--- src/rtl/ecap5_dproc_pkg.sv ---
// ecap5_dproc_pkg: shared arbiter state type and owner selection helper
package ecap5_dproc_pkg;

    typedef enum logic [1:0] {ARB_IDLE, ARB_GRANT1, ARB_GRANT2, ARB_DRAIN} arb_state_t;

    // s2 wins a tie unless s1 has starved
    function automatic arb_state_t arb_pick(input logic c1, input logic c2, input logic starve);
        return (c1 && (starve || !c2)) ? ARB_GRANT1 : c2 ? ARB_GRANT2 : ARB_IDLE;
    endfunction

endpackage

--- src/rtl/wb_bus_arbiter.sv ---
// wb_bus_arbiter: shares one pipelined Wishbone master port between fetch (s1) and load/store (s2)
module wb_bus_arbiter
    import ecap5_dproc_pkg::*;
#(
    parameter int STARVE_LIMIT    = 8,
    parameter int MAX_OUTSTANDING = 4
) (
    input  logic        clk_i,
    input  logic        rst_i,
    input  logic [31:0] s1_wb_adr_i,
    input  logic [31:0] s1_wb_dat_i,
    input  logic [3:0]  s1_wb_sel_i,
    input  logic        s1_wb_we_i,
    input  logic        s1_wb_stb_i,
    input  logic        s1_wb_cyc_i,
    output logic [31:0] s1_wb_dat_o,
    output logic        s1_wb_ack_o,
    output logic        s1_wb_stall_o,
    input  logic [31:0] s2_wb_adr_i,
    input  logic [31:0] s2_wb_dat_i,
    input  logic [3:0]  s2_wb_sel_i,
    input  logic        s2_wb_we_i,
    input  logic        s2_wb_stb_i,
    input  logic        s2_wb_cyc_i,
    output logic [31:0] s2_wb_dat_o,
    output logic        s2_wb_ack_o,
    output logic        s2_wb_stall_o,
    output logic [31:0] m_wb_adr_o,
    output logic [31:0] m_wb_dat_o,
    output logic [3:0]  m_wb_sel_o,
    output logic        m_wb_we_o,
    output logic        m_wb_stb_o,
    output logic        m_wb_cyc_o,
    input  logic [31:0] m_wb_dat_i,
    input  logic        m_wb_ack_i,
    input  logic        m_wb_stall_i,
    output logic [1:0]  grant_o
);

    localparam int OW = $clog2(MAX_OUTSTANDING + 1);
    localparam int WW = $clog2(STARVE_LIMIT + 1);

    arb_state_t    state, state_next, pick;
    logic [OW-1:0] outstanding, outstanding_next;
    logic [WW-1:0] s1_wait;
    logic          own1, route2, at_max, starve, idle_bus, ack_ok, accept, drop;

    always_comb begin
        own1   = state == ARB_GRANT1;
        route2 = state == ARB_GRANT2 || state == ARB_DRAIN;
        at_max = outstanding == OW'(MAX_OUTSTANDING);
        starve = s1_wait >= WW'(STARVE_LIMIT);
        idle_bus = outstanding == '0;
        ack_ok = m_wb_ack_i && !idle_bus;
        m_wb_cyc_o = own1 ? s1_wb_cyc_i : state == ARB_GRANT2 ? s2_wb_cyc_i : state == ARB_DRAIN;
        m_wb_stb_o = !at_max && (own1 ? s1_wb_stb_i : state == ARB_GRANT2 && s2_wb_stb_i);
        m_wb_adr_o = own1 ? s1_wb_adr_i : route2 ? s2_wb_adr_i : '0;
        m_wb_dat_o = own1 ? s1_wb_dat_i : route2 ? s2_wb_dat_i : '0;
        m_wb_sel_o = own1 ? s1_wb_sel_i : route2 ? s2_wb_sel_i : '0;
        m_wb_we_o  = own1 ? s1_wb_we_i : route2 && s2_wb_we_i;
        s1_wb_dat_o   = own1 ? m_wb_dat_i : '0;
        s2_wb_dat_o   = route2 ? m_wb_dat_i : '0;
        s1_wb_ack_o   = own1 && ack_ok;
        s2_wb_ack_o   = route2 && ack_ok;
        s1_wb_stall_o = !own1 || m_wb_stall_i || at_max;
        s2_wb_stall_o = state != ARB_GRANT2 || m_wb_stall_i || at_max;
        grant_o = {route2, own1};
        accept = m_wb_stb_o && !m_wb_stall_i;
        // owner abandoning its cycle forfeits any acks still in flight
        drop = ((own1 && !s1_wb_cyc_i) || (state == ARB_GRANT2 && !s2_wb_cyc_i)) && !idle_bus;
        outstanding_next = drop ? '0 :
                           (accept && !ack_ok) ? outstanding + 1'b1 :
                           (ack_ok && !accept) ? outstanding - 1'b1 : outstanding;
        pick = arb_pick(s1_wb_cyc_i, s2_wb_cyc_i, starve);
        state_next = state;
        case (state)
            ARB_IDLE:   state_next = pick;
            ARB_GRANT1: state_next = s1_wb_cyc_i ? ARB_GRANT1 : idle_bus ? pick : ARB_IDLE;
            ARB_GRANT2: state_next = !s2_wb_cyc_i ? (idle_bus ? pick : ARB_IDLE) :
                                     starve ? ARB_DRAIN : ARB_GRANT2;
            ARB_DRAIN:  state_next = idle_bus ? arb_pick(s1_wb_cyc_i, s2_wb_cyc_i, 1'b1) : ARB_DRAIN;
        endcase
    end

    always_ff @(posedge clk_i or posedge rst_i) begin
        if (rst_i) begin
            state       <= ARB_IDLE;
            outstanding <= '0;
            s1_wait     <= '0;
        end else begin
            state       <= state_next;
            outstanding <= outstanding_next;
            s1_wait     <= (!s1_wb_cyc_i || state_next == ARB_GRANT1) ? '0 :
                           (state != ARB_GRANT1 && !starve) ? s1_wait + 1'b1 : s1_wait;
        end
    end

endmodule

--- config.mk ---
export PLATFORM = sky130hd
export DESIGN_NAME = wb_bus_arbiter
export DESIGN_NICKNAME = d
export VERILOG_FILES = /design/src/rtl/ecap5_dproc_pkg.sv /design/src/rtl/wb_bus_arbiter.sv
export SDC_FILE = /design/constraint.sdc
export NUM_CORES = 1
export LEC_CHECK = 0
export ABC_CLOCK_PERIOD_IN_PS = 2800
export CAP_MARGIN = 20
export CORE_AREA = 4 4 123 125
export DETAILED_ROUTE_END_ITERATION = 12
export DIE_AREA = 0 0 127 129
export HOLD_SLACK_MARGIN = 0.12
export SYNTH_ARGS = -nofsm -noshare
export SYNTH_HDL_FRONTEND = slang
export SYNTH_SLANG_ARGS = --single-unit
export TNS_END_PERCENT = 100
--- constraint.sdc ---
create_clock -name clk_i -period 2.8 [get_ports clk_i]
set_input_delay 0.42 -clock clk_i [delete_from_list [all_inputs] [get_ports clk_i]]
set_output_delay 0.42 -clock clk_i [all_outputs]
set_load 0.03 [all_outputs]
# --- Yosys cells after proc, flatten, opt, wreduce, memory -nomap -nowiden ---
# Cells that the tools add are included.
op_classes:
  eq_ne: 7
  div: 0
  magnitude_cmp: 1
  bitwise_logic: 0
  shift: 0
  n_mul: 0
  n_reduce_logical: 35
  add_sub_neg: 3
  muxes: 26
op_table:
  columns: ["cell", "count"]
  rows:
  - ["2-to-1 mux 32 bit", 6]
  - ["2-to-1 mux 4 bit", 4]
  - ["logical AND 1 bit", 14]
  - ["2-to-1 mux 2 bit", 7]
  - ["logical NOT 1 bit", 9]
  - ["2-to-1 mux 3 bit", 3]
  - ["logical OR 1 bit", 8]
  - ["one-hot mux 2 bit (4 select lines)", 1]
  - ["2-to-1 mux 1 bit", 5]
  - ["adder 4 x 1 -> 4 bit (second input constant)", 1]
  - ["== test 2 x 1 -> 1 bit (second input constant)", 2]
  - ["== test 2 bit (second input constant)", 2]
  - [">= comparator 4 bit (second input constant)", 1]
  - ["adder 3 x 1 -> 3 bit (second input constant)", 1]
  - ["== test 3 bit (second input constant)", 1]
  - ["logical NOT 3 bit", 1]
  - ["nonzero test 3 bit", 1]
  - ["subtractor 3 x 1 -> 3 bit (second input constant)", 1]
  - ["logical NOT 2 bit", 1]
  - ["inequality test 2 x 1 -> 1 bit (second input constant)", 1]
  - ["inequality test 2 bit (second input constant)", 1]
  - ["nonzero test 2 bit", 1]
totals:
  in_bits: 178
  memories: 0
  rom_bits: 0
  wordCells: 75
  latchBits: 0
  register_bits: 9
  ramBits: 0
  output_inout_bits: 141

# --- Longest topological paths before layout ---
logic_depth:
  ltp_word: 10
  ltp_mapped: 8

# --- Least setup slack after synthesis ---
# Ideal clock, no wire load.
synth_path:
  kind: "register -> register"
  startpoint: "register state[0]"
  endpoint: "register outstanding[2]"
  arrival_time_ps: 1856
  stages_incl_launch_ff: 8
  path_buffers: 0
  required_time_ps: 2721
  path_slack_ps: 865
  cell_sequence: "dfrtp_1 -> nand3b_1 -> a221oi_4 -> nand2_1 -> fa_1 -> and2_1 -> mux2i_1 -> mux2i_1"
synth_between:
  elab_chain_len: 8
  word_cells_on_any_way: 16
  classes_between: "eq/ne (2); mux (3); reduce/logical (11)"
synth_rtl:
  columns: ["item", "line", "rtl"]
  rows:
  - ["from (decl)", "wb_bus_arbiter.sv:43", "arb_state_t state, state_next, pick;"]
  - ["from (signal assigned)", "wb_bus_arbiter.sv:91", "state <= state_next;"]
  - ["== test 2 bit", "wb_bus_arbiter.sv:56, wb_bus_arbiter.sv:70", null]
  - ["logical AND 1 bit", "wb_bus_arbiter.sv:56", "m_wb_stb_o = !at_max && (own1 ? s1_wb_stb_i : state == ARB_GRANT2 && s2_wb_stb_i);"]
  - ["2-to-1 mux 1 bit", "wb_bus_arbiter.sv:56", null]
  - ["logical AND 1 bit", "wb_bus_arbiter.sv:56", null]
  - ["logical AND 1 bit", "wb_bus_arbiter.sv:68", "accept = m_wb_stb_o && !m_wb_stall_i;"]
  - ["logical AND 1 bit / logical NOT 1 bit (equally long branches)", "wb_bus_arbiter.sv:72, wb_bus_arbiter.sv:73", null]
  - ["2-to-1 mux 3 bit / logical AND 1 bit (equally long branches)", "wb_bus_arbiter.sv:72, wb_bus_arbiter.sv:73", null]
  - ["2-to-1 mux 3 bit / nonzero test 3 bit (equally long branches)", null, null]
  - ["to (signal assigned)", "wb_bus_arbiter.sv:92", "outstanding <= outstanding_next;"]
  - ["to (decl)", "wb_bus_arbiter.sv:44", "logic [OW-1:0] outstanding, outstanding_next;"]
# Parallel ways exist; a longest one is shown, timed or not.
# A chain may end at the register's enable or synchronous reset.

# --- Worst setup path in the final report ---
layout_path:
  startpoint: "register state[1]"
  endpoint: "output port m_wb_cyc_o"
layout_between:
  elab_chain_len: 3
  word_cells_on_any_way: 5
  classes_between: "eq/ne (3); mux (2)"
layout_rtl:
  columns: ["item", "line", "rtl"]
  rows:
  - ["== test 2 bit (on tied branches)", null, null]
  - ["2-to-1 mux 1 bit", "wb_bus_arbiter.sv:55", "m_wb_cyc_o = own1 ? s1_wb_cyc_i : state == ARB_GRANT2 ? s2_wb_cyc_i : state == ARB_DRAIN;"]
  - ["2-to-1 mux 1 bit *", "wb_bus_arbiter.sv:55", null]
  - ["to (decl)", "wb_bus_arbiter.sv:33", "output logic m_wb_cyc_o,"]
# Mark *: on every way between the ends. The rest lies on a longest branch, timed or not.

==> flow_metrics.tcl <==
set metrics [dict create \
    synthFlopType "dfrtp_1" \
    netlist_area_um2 1820 \
    grt_usage 0.133 \
    yosys.area.top_type "a22o_1" \
    drt_iter0_markers 106 \
    layout-drive-gt1-share 0.218 \
    stdcell_count 714 \
    path_buf_inv 2 \
    core.rowCount 43 \
    placed_cell_area_um2 4980 \
    slowest_stage "clkdlybuf4s50_1" \
    fin_util 0.365 \
    antenna_found_initial 2 \
    start_kind "flip-flop" \
    fin_tns_setup_ns 0 \
    dp.cells 708 \
    avgViaCountPerCell 4.23 \
    rsz0062_at_grt "false" \
    grt_pass1_vias 3060 \
    post-place-ws_ns 0.308 \
    core-area_um2 13900 \
    crit_path_end_kind "output pin" \
    final-hold-violation-count 0 \
    portBuffers 318 \
    drc 0 \
    cts_sinks 9 \
    start_util 0.131 \
    grt_max_degree 60 \
    syn_inst 234 \
    cpPeakStageDelay_ns 0.68 \
    slew_viol_final 0 \
    yosysTopAreaCellShare 0.333 \
    synth_cell_types 36 \
    grt_pass1_wl_mm 17.5 \
    path_max_fanout 36 \
    wire_per_inst_um 17.4 \
    path_class "reg2out" \
    dr.pass1.iters 4 \
    grtUsageMet2 0.249 \
    place.gp.congestion 0.855 \
    clkTransAtPathRegs_ns 0.04 \
    fin_area_um2 5070 \
    grt_busiest_layer "met2" \
    drt-total-wl_mm 12.5 \
    slew_headroom 0.678 \
    fin_hold_ws_ns 0.463 \
    grt_use_met3 0.0241 \
    crit_family "buffers and inverters" \
    die-area_um2 16400 \
    cts_buffer_depth 2 \
    cts_made_buffers 3 \
    cts_max_level 1 \
    syn_nets 415 \
    netlist_top_cells_area "a22o_1, and2_1, dfrtp_1, clkbuf_1, buf_2" \
    pwr_density_cell_nw_per_um2 964 \
    cp.required_ns 2.38 \
    clkLatencyLatePin_ns 0.24 \
    post-cts-setup-buffers 0 \
    maxCapViolCount 0 \
    period_share 0.901 \
    grt-ovfl-total 0 \
    hp-class "in2async" \
    worstPathArrival_ns 2.10 \
    setup_ws_ns 0.278 \
    grt_use_met1 0.156 \
    vias 3018 \
    power_mw 4.88 \
    async_flop_share 1.00 \
    outcome "complete, no violations" \
    peakVddDrop_mv 0.566 \
    dpl.hpwl_mm 10.6 \
    max_freq_mhz 396 \
    num_io_pins 319 \
    syn_area_per_cell_um2 7.76 \
    synth_edf_count 0 \
    setup-violations-final 0 \
    yosysWarnings 0 \
    path_cells "buf_4 -> a21oi_1 -> nor2_1 -> clkdlybuf4s50_1" \
    synth-seq-cells 9 \
    leakagePower_nw 2.19 \
    cts_tree "done" \
    cts_resized 0 \
    final_nets 714 \
    finClkSkew_ns 0.00416 \
    tightest_slew_ns 0.480 \
    dieHeight_um 129 \
    synth_seq_area_share 0.124 \
    area_growth_pct 179 \
    die_x_um 127 \
    finalCriticalPeriod_ns 2.52 \
    root_buffer "clkbuf_16" \
    antenna_left 0 \
    holdBufCountCts 0 \
]
## cell usage in the layout, fill, tap and decap left out, types with 4 or more instances in the layout
cell type / Yosys / final
dfrtp_1: 9 / 8
a22o_1: 69 / 69
a21oi_1: 7 / 7
clkdlybuf4s50_1: 0 / 216
nand3b_1: 4 / 4
and2_1: 65 / 65
buf_4: 2 / 97
buf_12: 0 / 9
nand2_1: 8 / 8
nor2_1: 8 / 8
mux2i_1: 4 / 4
## worst register-to-register path: stages, from the launching register on
cell and delay (ns):
dfrtp_4 0.60, nand3b_4 0.22, a221oi_4 0.37, nand2_1 0.11, fa_1 0.39, and2_1 0.15, mux2i_1 0.16, mux2i_1 0.19
## Yosys cell counts (2+ instances only)
master,n
nand3b_1,4
clkbuf_1,15
xnor2_1,2
a21oi_1,7
and2_1,65
buf_4,2
mux2i_1,4
nand2_1,8
nand2b_1,3
nor2_1,8
o21ai_0,2
dfrtp_1,9
a22o_1,69
inv_1,3
ha_1,2
nor3b_1,3
buf_2,9
## kinds of logic after synthesis
group / count (synthesis) / synth area share
simple gates: 97 / 0.325
compound gates: 86 / 0.405
buf+inv: 32 / 0.0806
flops: 9 / 0.124
mux: 4 / 0.0221
xor+xnor: 3 / 0.0186
fa+ha+maj: 3 / 0.0248
## report_power, final
part           leakage, nW  switching, mW  internal, mW
Sequential           0.115          0.148         0.184
Clock               0.0382         0.0649         0.191
Combinational         2.03           2.45          1.84
Total                 2.19           2.67          2.22
## state kept, by name (all words and copies together) (netlist names)
register,cells
state,2
s1_wait,4
outstanding,3
## layer usage
metal	vias to the layer above	routed length (um)
met3	13	939
met5	-	0
li1	1451	-
met1	1397	4740
met4	0	201
met2	157	6570
## path summary, 6_finish.rpt
kind / startpoint / depth (start not counted) / end / slack, ns
worst max-delay path: state[1] / 4 / m_wb_cyc_o / 0.28
worst min-delay path: rst_i / 2 / outstanding[0] / 0.46
worst max register to register: state[1] / 7 / outstanding[2] / 0.53
worst min register to register: s1_wait[2] / 2 / s1_wait[2] / 0.54
max in group asynchronous: rst_i / 2 / state[1] / 2.03
min in group clk_i: s1_wait[2] / 2 / s1_wait[2] / 0.54
## final cells by class
cell class / instances / area (um2)
Multi-Input combinational cell: 193 / 1440
Clock buffer: 4 / 78.8
Fill cell: 1422 / 8810
Timing Repair Buffer: 322 / 3070
Antenna cell: 2 / 5.00
Inverter: 4 / 15.0
Sequential cell: 9 / 229
Tap cell: 180 / 225
No activity file was read; power rests on OpenSTA's default activity.
